File: config.mk
export PLATFORM = sky130hd
export DESIGN_NAME = fetch_unit
export DESIGN_NICKNAME = d
export VERILOG_FILES = /design/src/rtl/cpu_pkg.sv /design/src/rtl/ret_stack.sv /design/src/rtl/fetch_unit.sv
export SDC_FILE = /design/constraint.sdc
export NUM_CORES = 1
export LEC_CHECK = 0
export ABC_AREA = 1
export BUFFER_PORTS_ARGS = -buffer_cell sky130_fd_sc_hd__clkbuf_2
export CORE_MARGIN = 1
export CORE_UTILIZATION = 30
export CTS_CLUSTER_DIAMETER = 120
export DETAILED_ROUTE_END_ITERATION = 16
export HOLD_SLACK_MARGIN = 0.05
export PLACE_DENSITY = 0.49
export SYNTH_ARGS = -nofsm -noshare
export SYNTH_HDL_FRONTEND = slang
export SYNTH_SLANG_ARGS = --single-unit
File: constraint.sdc
create_clock -name clk -period 3.1 [get_ports clk]
set_input_delay 0.62 -clock clk [delete_from_list [all_inputs] [get_ports clk]]
set_output_delay 0.62 -clock clk [all_outputs]
set_load 0.01 [all_outputs]
File: src/rtl/cpu_pkg.sv
// Shared CPU definitions: address/instruction widths, opcode field, fetch states, opcodes.
// Latency: n/a (types and constants only).
// Backpressure: n/a.
package cpu_pkg;

    localparam int AW      = 10;           // PC / instruction-address width
    localparam int IW      = 16;           // instruction width
    localparam int OPC_W   = 6;            // opcode field width
    localparam int OPC_MSB = IW - 1;       // opcode occupies the top bits of the word
    localparam int OPC_LSB = IW - OPC_W;

    typedef enum logic [1:0] {
        S_BOOT = 2'd0,
        S_RUN  = 2'd1,
        S_HALT = 2'd2
    } fetch_state_t;

    // Opcodes shared with the control unit
    localparam logic [OPC_W-1:0] OP_ALU  = 6'h00;
    localparam logic [OPC_W-1:0] OP_LOAD = 6'h01;
    localparam logic [OPC_W-1:0] OP_JMP  = 6'h02;
    localparam logic [OPC_W-1:0] OP_JZ   = 6'h03;
    localparam logic [OPC_W-1:0] OP_JNZ  = 6'h04;
    localparam logic [OPC_W-1:0] OP_JREL = 6'h05;
    localparam logic [OPC_W-1:0] OP_CALL = 6'h06;
    localparam logic [OPC_W-1:0] OP_RET  = 6'h07;
    localparam logic [OPC_W-1:0] OP_HALT = 6'h3F;

endpackage

File: src/rtl/ret_stack.sv
// Return-address LIFO (DEPTH x AW); dout is the top entry, combinational from the pointer.
// Latency: push/pop take effect at the next clock edge; dout/full/empty are combinational.
// Backpressure: none; caller must not push when full or pop when empty (such requests are dropped).
// Ports: clk, reset (sync, active-low, clears pointer only), push, pop, din, dout, full, empty.
import cpu_pkg::*;

module ret_stack #(
    parameter int DEPTH = 4,
    parameter int AW    = cpu_pkg::AW
) (
    input  logic          clk,
    input  logic          reset,
    input  logic          push,
    input  logic          pop,
    input  logic [AW-1:0] din,
    output logic [AW-1:0] dout,
    output logic          full,
    output logic          empty
);

    // One extra pointer bit so that sp == DEPTH (full) is representable.
    localparam int IDXW = $clog2(DEPTH);
    localparam int SPW  = IDXW + 1;

    logic [AW-1:0]   entries [DEPTH];
    logic [SPW-1:0]  sp;
    logic [IDXW-1:0] wr_idx;
    logic [IDXW-1:0] top_idx;

    assign wr_idx  = sp[IDXW-1:0];
    assign top_idx = sp[IDXW-1:0] - IDXW'(1);
    assign full    = (sp == SPW'(DEPTH));
    assign empty   = (sp == '0);
    assign dout    = entries[top_idx];

    // Storage is not reset; only the pointer defines which entries are live.
    always_ff @(posedge clk) begin
        if (push && !full) begin
            entries[wr_idx] <= din;
        end
    end

    always_ff @(posedge clk) begin
        if (!reset) begin
            sp <= '0;
        end else if (push && !full) begin
            sp <= sp + SPW'(1);
        end else if (pop && !empty) begin
            sp <= sp - SPW'(1);
        end
    end

endmodule

File: src/rtl/fetch_unit.sv
// Instruction fetch: holds PC and return stack, drives sync instruction memory, forms next PC.
// Latency: imem_addr = next_pc combinationally, so instr lines up with pc one cycle later; one boot bubble.
// Backpressure: none; sequencing inputs are honoured only while valid=1, HALT is absorbing until reset.
// Ports: clk, reset (sync, active-low); s_inc/s_inc2/fin/s_call/s_ret/jmp_addr from control unit;
//        imem_addr/imem_rdata to memory; instr/opcode/pc/valid/halted/stack_err to control unit.
import cpu_pkg::*;

module fetch_unit #(
    parameter int AW          = cpu_pkg::AW,
    parameter int IW          = cpu_pkg::IW,
    parameter int STACK_DEPTH = 4
) (
    input  logic             clk,
    input  logic             reset,
    input  logic             s_inc,
    input  logic             s_inc2,
    input  logic             fin,
    input  logic             s_call,
    input  logic             s_ret,
    input  logic [AW-1:0]    jmp_addr,
    output logic [AW-1:0]    imem_addr,
    input  logic [IW-1:0]    imem_rdata,
    output logic [IW-1:0]    instr,
    output logic [OPC_W-1:0] opcode,
    output logic [AW-1:0]    pc,
    output logic             valid,
    output logic             halted,
    output logic             stack_err
);

    fetch_state_t  state;
    logic [AW-1:0] next_pc;
    logic [AW-1:0] ret_addr;
    logic [AW-1:0] stk_dout;
    logic          stk_full;
    logic          stk_empty;
    logic          push;
    logic          pop;
    logic          err;
    logic          go_halt;

    assign instr    = imem_rdata;
    assign opcode   = imem_rdata[IW-1 -: OPC_W];
    assign ret_addr = pc + AW'(1);   // wraps at 2^AW like the PC itself

    // Next-PC selection. Outside S_RUN everything holds, which also makes
    // imem_addr = pc in HALT and keeps the stack untouched.
    always_comb begin
        next_pc = pc;
        push    = 1'b0;
        pop     = 1'b0;
        err     = 1'b0;
        go_halt = 1'b0;
        if (state == S_RUN) begin
            if (fin) begin
                go_halt = 1'b1;
            end else if (s_ret) begin
                if (stk_empty) begin
                    err     = 1'b1;
                    go_halt = 1'b1;
                end else begin
                    pop     = 1'b1;
                    next_pc = stk_dout;
                end
            end else if (s_call) begin
                if (stk_full) begin
                    err     = 1'b1;
                    go_halt = 1'b1;
                end else begin
                    push    = 1'b1;
                    next_pc = jmp_addr;
                end
            end else if (!s_inc) begin
                next_pc = jmp_addr;
            end else if (s_inc2) begin
                next_pc = pc + jmp_addr;   // two's-complement offset, modulo 2^AW
            end else begin
                next_pc = pc + AW'(1);
            end
        end
    end

    // Address is forced to 0 during reset and the boot bubble so that the
    // word at address 0 is waiting when the PC first becomes valid.
    assign imem_addr = (!reset || state == S_BOOT) ? '0 : next_pc;

    always_ff @(posedge clk) begin
        if (!reset) begin
            state     <= S_BOOT;
            pc        <= '0;
            valid     <= 1'b0;
            halted    <= 1'b0;
            stack_err <= 1'b0;
        end else begin
            case (state)
                S_BOOT: begin
                    state <= S_RUN;
                    pc    <= '0;
                    valid <= 1'b1;
                end
                S_RUN: begin
                    pc <= next_pc;
                    if (err) begin
                        stack_err <= 1'b1;
                    end
                    if (go_halt) begin
                        state  <= S_HALT;
                        valid  <= 1'b0;
                        halted <= 1'b1;
                    end
                end
                S_HALT: begin
                    // absorbing until reset
                end
                default: begin
                    state <= S_BOOT;
                    valid <= 1'b0;
                end
            endcase
        end
    end

    ret_stack #(
        .DEPTH (STACK_DEPTH),
        .AW    (AW)
    ) u_ret_stack (
        .clk   (clk),
        .reset (reset),
        .push  (push),
        .pop   (pop),
        .din   (ret_addr),
        .dout  (stk_dout),
        .full  (stk_full),
        .empty (stk_empty)
    );

endmodule

Word-level counts from Yosys, hierarchy flattened

Memories as Yosys holds them, arrays and structs flattened.
Index checks and enable logic that the tools add are counted.

Flip-flop bits (word level): 18
Bits in latches: 0
Bits in writable memories: 40
Memory bits (read-only): 0
Input bits: 33
Output and inout bits: 45
Memories kept: 1

$add $sub $neg: 5
Multiply operators: 0
Divide/modulo/power cells: 0
Magnitude comparators: 0
Eq/ne operators: 4
Shift-type cells: 0
Multiplexer cells: 35
Bitwise operators: 1
Reduce and logical (&&, ||, !) cells: 13

Memories:

| name                | depth | bits a word | rd ports | clocked after memory_dff | wr ports | RTL line        | source |
|---|---|---|---|---|---|---|---|
| u_ret_stack.entries | 4     | 10          | 1        | 0                        | 1        | ret_stack.sv:25 | `logic [AW-1:0] entries [DEPTH];` |

Operators by type and width:

| cell                                                                  | count |
|---|---|
| 10-bit 2-to-1 mux                                                     | 9 |
| 1-bit 2-to-1 mux                                                      | 20 |
| 10-bit one-hot mux with 2 select lines                                | 1 |
| 10-bit by 1-bit adder with 10-bit output, second input constant       | 1 |
| 10-bit adder                                                          | 1 |
| 3-bit 2-to-1 mux                                                      | 2 |
| 2-bit one-hot mux with 3 select lines                                 | 1 |
| 2-bit AND reduction                                                   | 3 |
| 2-bit nonzero test                                                    | 2 |
| 3-bit by 1-bit adder with 3-bit output, second input constant         | 1 |
| 3-bit equality test, second input constant                            | 1 |
| 1-bit logical NOT                                                     | 3 |
| 3-bit logical NOT                                                     | 1 |
| 1-bit one-hot mux with 3 select lines                                 | 1 |
| 3-bit by 1-bit subtractor with 3-bit output, second input constant    | 1 |
| 2-bit by 1-bit equality test with 1-bit output, second input constant | 1 |
| 2-bit equality test, second input constant                            | 1 |
| 1-bit logical AND                                                     | 2 |
| 2-bit logical NOT                                                     | 1 |
| 2-bit 2-to-1 mux                                                      | 1 |
| 2-bit != test, second input constant                                  | 1 |
| 2-bit by 1-bit subtractor with 2-bit output, second input constant    | 1 |
| 1-bit logical OR                                                      | 1 |
| 1-bit NOT                                                             | 1 |

Logic depth before layout (Yosys ltp)

Depth after elaboration: 9
Mapped depth: 14
Depth with buffers taken out: 14

Modules after synthesis

A second synthesis with hierarchy kept.

Cell total of the unflattened synthesis: 476
Area total of the unflattened synthesis: 3741.1 µm²

By module, submodules not included:

| module     | instances | cells each | area an instance (µm²) |
|---|---|---|---|
| fetch_unit | 1         | 341        | 1990.7 |
| ret_stack  | 1         | 135        | 1750.4 |

Worst setup path before layout

Ideal clock, no wire load.

Path type: input to output
Start point: input port jmp_addr[0]
End point: output port imem_addr[6]
Arrival time: 2060 ps
Setup slack: 420 ps
Cell stages on the path: 11
Path buffers: 0
Path through: ha_1 > fa_1 > nand3_1 > nand3_1 > nand2_1 > nand2_1 > nor2_1 > o21ai_1 > nand2_1 > a21oi_1 > nor3_1

Longest elaborated chain between the ends: 8

Ends and longest elaborated chain:

| what              | RTL line         | source |
|---|---|---|
| start, declared   | fetch_unit.sv:20 | `input logic [AW-1:0] jmp_addr,` |
| 10-bit adder      | fetch_unit.sv:76 | `next_pc = pc + jmp_addr;` |
| 10-bit 2-to-1 mux | fetch_unit.sv:75 | `end else if (s_inc2) begin` |
| 10-bit 2-to-1 mux | fetch_unit.sv:73 | `end else if (!s_inc) begin` |
| 10-bit 2-to-1 mux | fetch_unit.sv:65 | `end else if (s_call) begin` |
| 10-bit 2-to-1 mux | fetch_unit.sv:57 | `end else if (s_ret) begin` |
| 10-bit 2-to-1 mux | fetch_unit.sv:55 | `if (fin) begin` |
| 10-bit 2-to-1 mux | fetch_unit.sv:54 | `if (state == S_RUN) begin` |
| 10-bit 2-to-1 mux | fetch_unit.sv:85 | `assign imem_addr = (!reset \|\| state == S_BOOT) ? '0 : next_pc;` |
| end, declared     | fetch_unit.sv:21 | `output logic [AW-1:0] imem_addr,` |

No other way between the ends.

Worst setup path in the final report

Start point: input port jmp_addr[8]
End point: output port imem_addr[9]

Same word-level chain as after synthesis.

==> metrics.txt <==
pin count of the biggest net entering global routing 24; ys flop type edfxtp_1; sequential cell area roughly 0.0015 mm2; Worst EP required 2.48 ns; total track usage between 10% and 20%; setup violation total in the final timing report 0; count of maximum capacitance violations 0; synthesized area per cell 7.976 um2; run status finished with violations; CTS tree yes; core area 0.01156 mm2; slew at the pin closest to its max-slew limit 0.4676 ns; period utilisation layout a little over nine tenths; number of synthesized register bits 57; Power Dens Cells between 400 and 500 mW/mm2; Synthesis Warnings 0; failing checks design-rule violations; detailed router's first-iteration violation count 132; FF-to-FF setup slack 0.66 ns; total I/O pin count 78; post-detailed-placement half-perimeter wirelength 7213 um; drt total wl 9498 um; Die X-Extent 111.5 um; Worst Setup SP jmp_addr[8]; number of synthesized flops with an enable pin 40; sinks on the clock net 57; endpoint type of the worst setup path output port; Inserted Diodes 0; Worst Path Arrival 2.33 ns; Clock Pin Slew Worst Setup and Hold Paths 0.05 ns; final std cells w/o fill around 640; IO buf count 39; FFs w/ async S/R, synth 0%; slowest CP cell ha_1; met3 track utilization from global routing under 10%; Post-Route Skew 0.006183 ns; kind of critical path input port to output port; post-detailed-route via-to-cell ratio 4.799; number of core rows 39; initial core utilization between 30% and 40%; minimum clock period after layout between 2 and 3 ns; level count of the clock H-tree 3; vias after detailed routing 3,057; Unique masters post-synth 41; DRC violations left 9; clock tree root driver cell clkbuf_16; per-cell routed wire length between 10 and 15 um; endpoint of the lowest-slack register-to-register path u_ret_stack.sp[2]; met1 Use GR 19.78%; worst slew margin relative to its limit 68.75%; Die Span Y 111.5 um; routability-driven placement congestion ratio around 0.85; cell count of the worst reg-to-reg path 12; DIE AREA 0.01243 mm2; final hold viol count 0; Max rail drop VDD 0.2756 mV; antenna violations before repair 0; filler cell count in the final layout about 1,200; Placed Instances 621; share of synthesized area occupied by flip-flops and latches about 43%; footprint of the multi-input gates 0.001705 mm2; fraction of final layout cells sized beyond drive strength 1 a little over a fifth; global-route congestion overflow total 0; CP Cell Sequence clkbuf_2 > ha_1 > nand2_1 > inv_1 > a21oi_1 > nand3_1 > nand2_1 > nand3_1 > nand2_1 > nand2_1 > nand2_1 > nand2_1 > a21oi_1 > clkbuf_2; number of global-route vias before repair 2,992; residual antenna-violating net count after detailed routing 0; RSZ-0062 raised after global routing no; layer with the highest usage met2; Worst Path Max Fanout 4; Static Leak 0.001840 uW; startpoint of the lowest-slack register-to-register path u_ret_stack.sp[1]; worst setup path end imem_addr[9]; synth-to-layout area growth 18.82%; crit-path most repeated cell nand2_1; clock tree buffer depth 2; number of optimization iterations in the first detailed-route pass 11; cts bufs inserted 9; type of origin of the critical path input port; final number of max-transition violations 0; largest incremental delay on the critical path 0.35 ns; mapped cell area 0.003597 mm2; global-route wire length before repair ~15,000 um; Post-Synthesis Net Count 500; sum of negative setup slack 0 ns; worst min path class flip-flop to flip-flop; Final Net Count 538; met2 Resource Use GR 26.17%; Achievable Freq roughly 0.34 GHz; cell count after synthesis 451; clock latency reported for the late side of the worst-skew pair around 0.33 ns
## worst min-delay path by stage
| stage | slack (ns) | depth (start not counted) | start | to |
|---|---|---|---|---|
| floorplan | 0.44 | 1 | u_ret_stack.sp[2] | u_ret_stack.sp[2] |
| global placement | 0.44 | 2 | halted | halted |
| detailed placement | 0.46 | 2 | halted | halted |
| CTS | 0.47 | 2 | halted | halted |
| global route | 0.49 | 2 | halted | halted |
| finish | 0.47 | 2 | halted | halted |
## critical path, delay by kind of cell
kind	cells	cell delay, ns
AO/OA/AOI/OAI	2	0.39
adder cells (fa/ha/maj)	1	0.35
buffers and inverters	3	0.31
AND/OR/NAND/NOR	8	0.67
## sequential cells by signal, summed over array words and instances (netlist names)
| signal | flops |
|---|---|
| valid | 1 |
| state | 1 |
| halted | 1 |
| u_ret_stack.entries | 40 |
| u_ret_stack.sp | 3 |
| pc | 10 |
| stack_err | 1 |
## metal layers
metal  share of wire, %  vias to the layer above
li1                   -                     1567
met1                 45                     1408
met2                 48                       66
met3                4.1                       16
met4                2.4                        0
met5                  0                        -
## cells in the mapped netlist (3+ instances only)
cell,count,area (um2)
nand3_1,24,120.1
nand4_1,3,18.77
a21oi_1,30,150.1
clkbuf_1,5,18.77
inv_1,49,183.9
edfxtp_1,40,1201
ha_1,14,175.2
a211oi_1,6,45.04
o22ai_1,5,31.28
o21ai_1,5,25.02
nor2_1,47,176.4
buf_2,4,20.02
o211ai_1,5,37.54
inv_2,4,15.01
o21ai_0,26,130.1
buf_4,22,165.2
o221ai_1,3,26.28
dfxtp_1,17,340.3
a21boi_0,3,22.52
nor2_2,3,18.77
nand2_1,104,390.4
xnor2_1,3,26.28
## power breakdown
part / total, uW / internal [uW] / switching (uW)
clock network: 972 / 623 / 349
logic: 270 / 94.6 / 175
registers: 833 / 824 / 8.83
total: 2080 / 1540 / 533
## cell usage in the layout, fill, tap and decap left out, types with 3 or more instances in the layout
cell	n
edfxtp_1	40
clkbuf_16	9
inv_2	5
o221ai_1	3
a21oi_2	4
nand2_2	3
nor2_1	45
dfxtp_1	15
xnor2_1	3
nor2_4	3
clkinv_4	3
inv_1	47
nor2_2	4
a211oi_1	6
nand2_1	103
nand3_1	23
clkbuf_2	39
o21ai_1	5
nand4_1	3
o21ai_0	26
buf_4	18
o22ai_1	5
o211ai_1	5
a21boi_0	3
ha_1	11
a21oi_1	27
## through the flow
step	setup slack [ns]	utilization (%)	power (uW)	instance area (um2)	hold WS (ns)
global placement	0.06191	33.81	1109	3910	0.4441
finish	0.1513	36.96	2075	4274	0.4712
detailed placement	0.05914	33.81	1109	3910	0.4616
CTS	0.04076	36.48	2094	4219	0.4694
floorplan	0.4202	-	1046	3597	0.4419
global route	0.01311	36.96	2167	4274	0.4904
## repair_timing
item                       4_1_cts  5_1_grt
hold buffers                     0        0
pin swaps                        0        3
setup buffers                    0        0
resized for setup                4       14
setup endpoints to repair        4       10
## cell families after synthesis
group | share of synthesized area [%]
buffers and inverters | 11.30
xor gates and xnor gates | 1.218
and+or+nand+nor | 23.55
adders and majority gates | 5.983
DFF | 42.85
AOI/OAI and AO/OA | 15.10
## cell type report
class | count | area share (%)
clock buffers | 10 | 5.357
clock inverters | 6 | 1.610
inverters | 54 | 4.830
multi-input cells | 309 | 39.90
flip-flops and latches | 57 | 36.12
well taps | 143 | 4.186
repair buffers | 58 | 7.992
No activity file was read; power rests on OpenSTA's default activity.
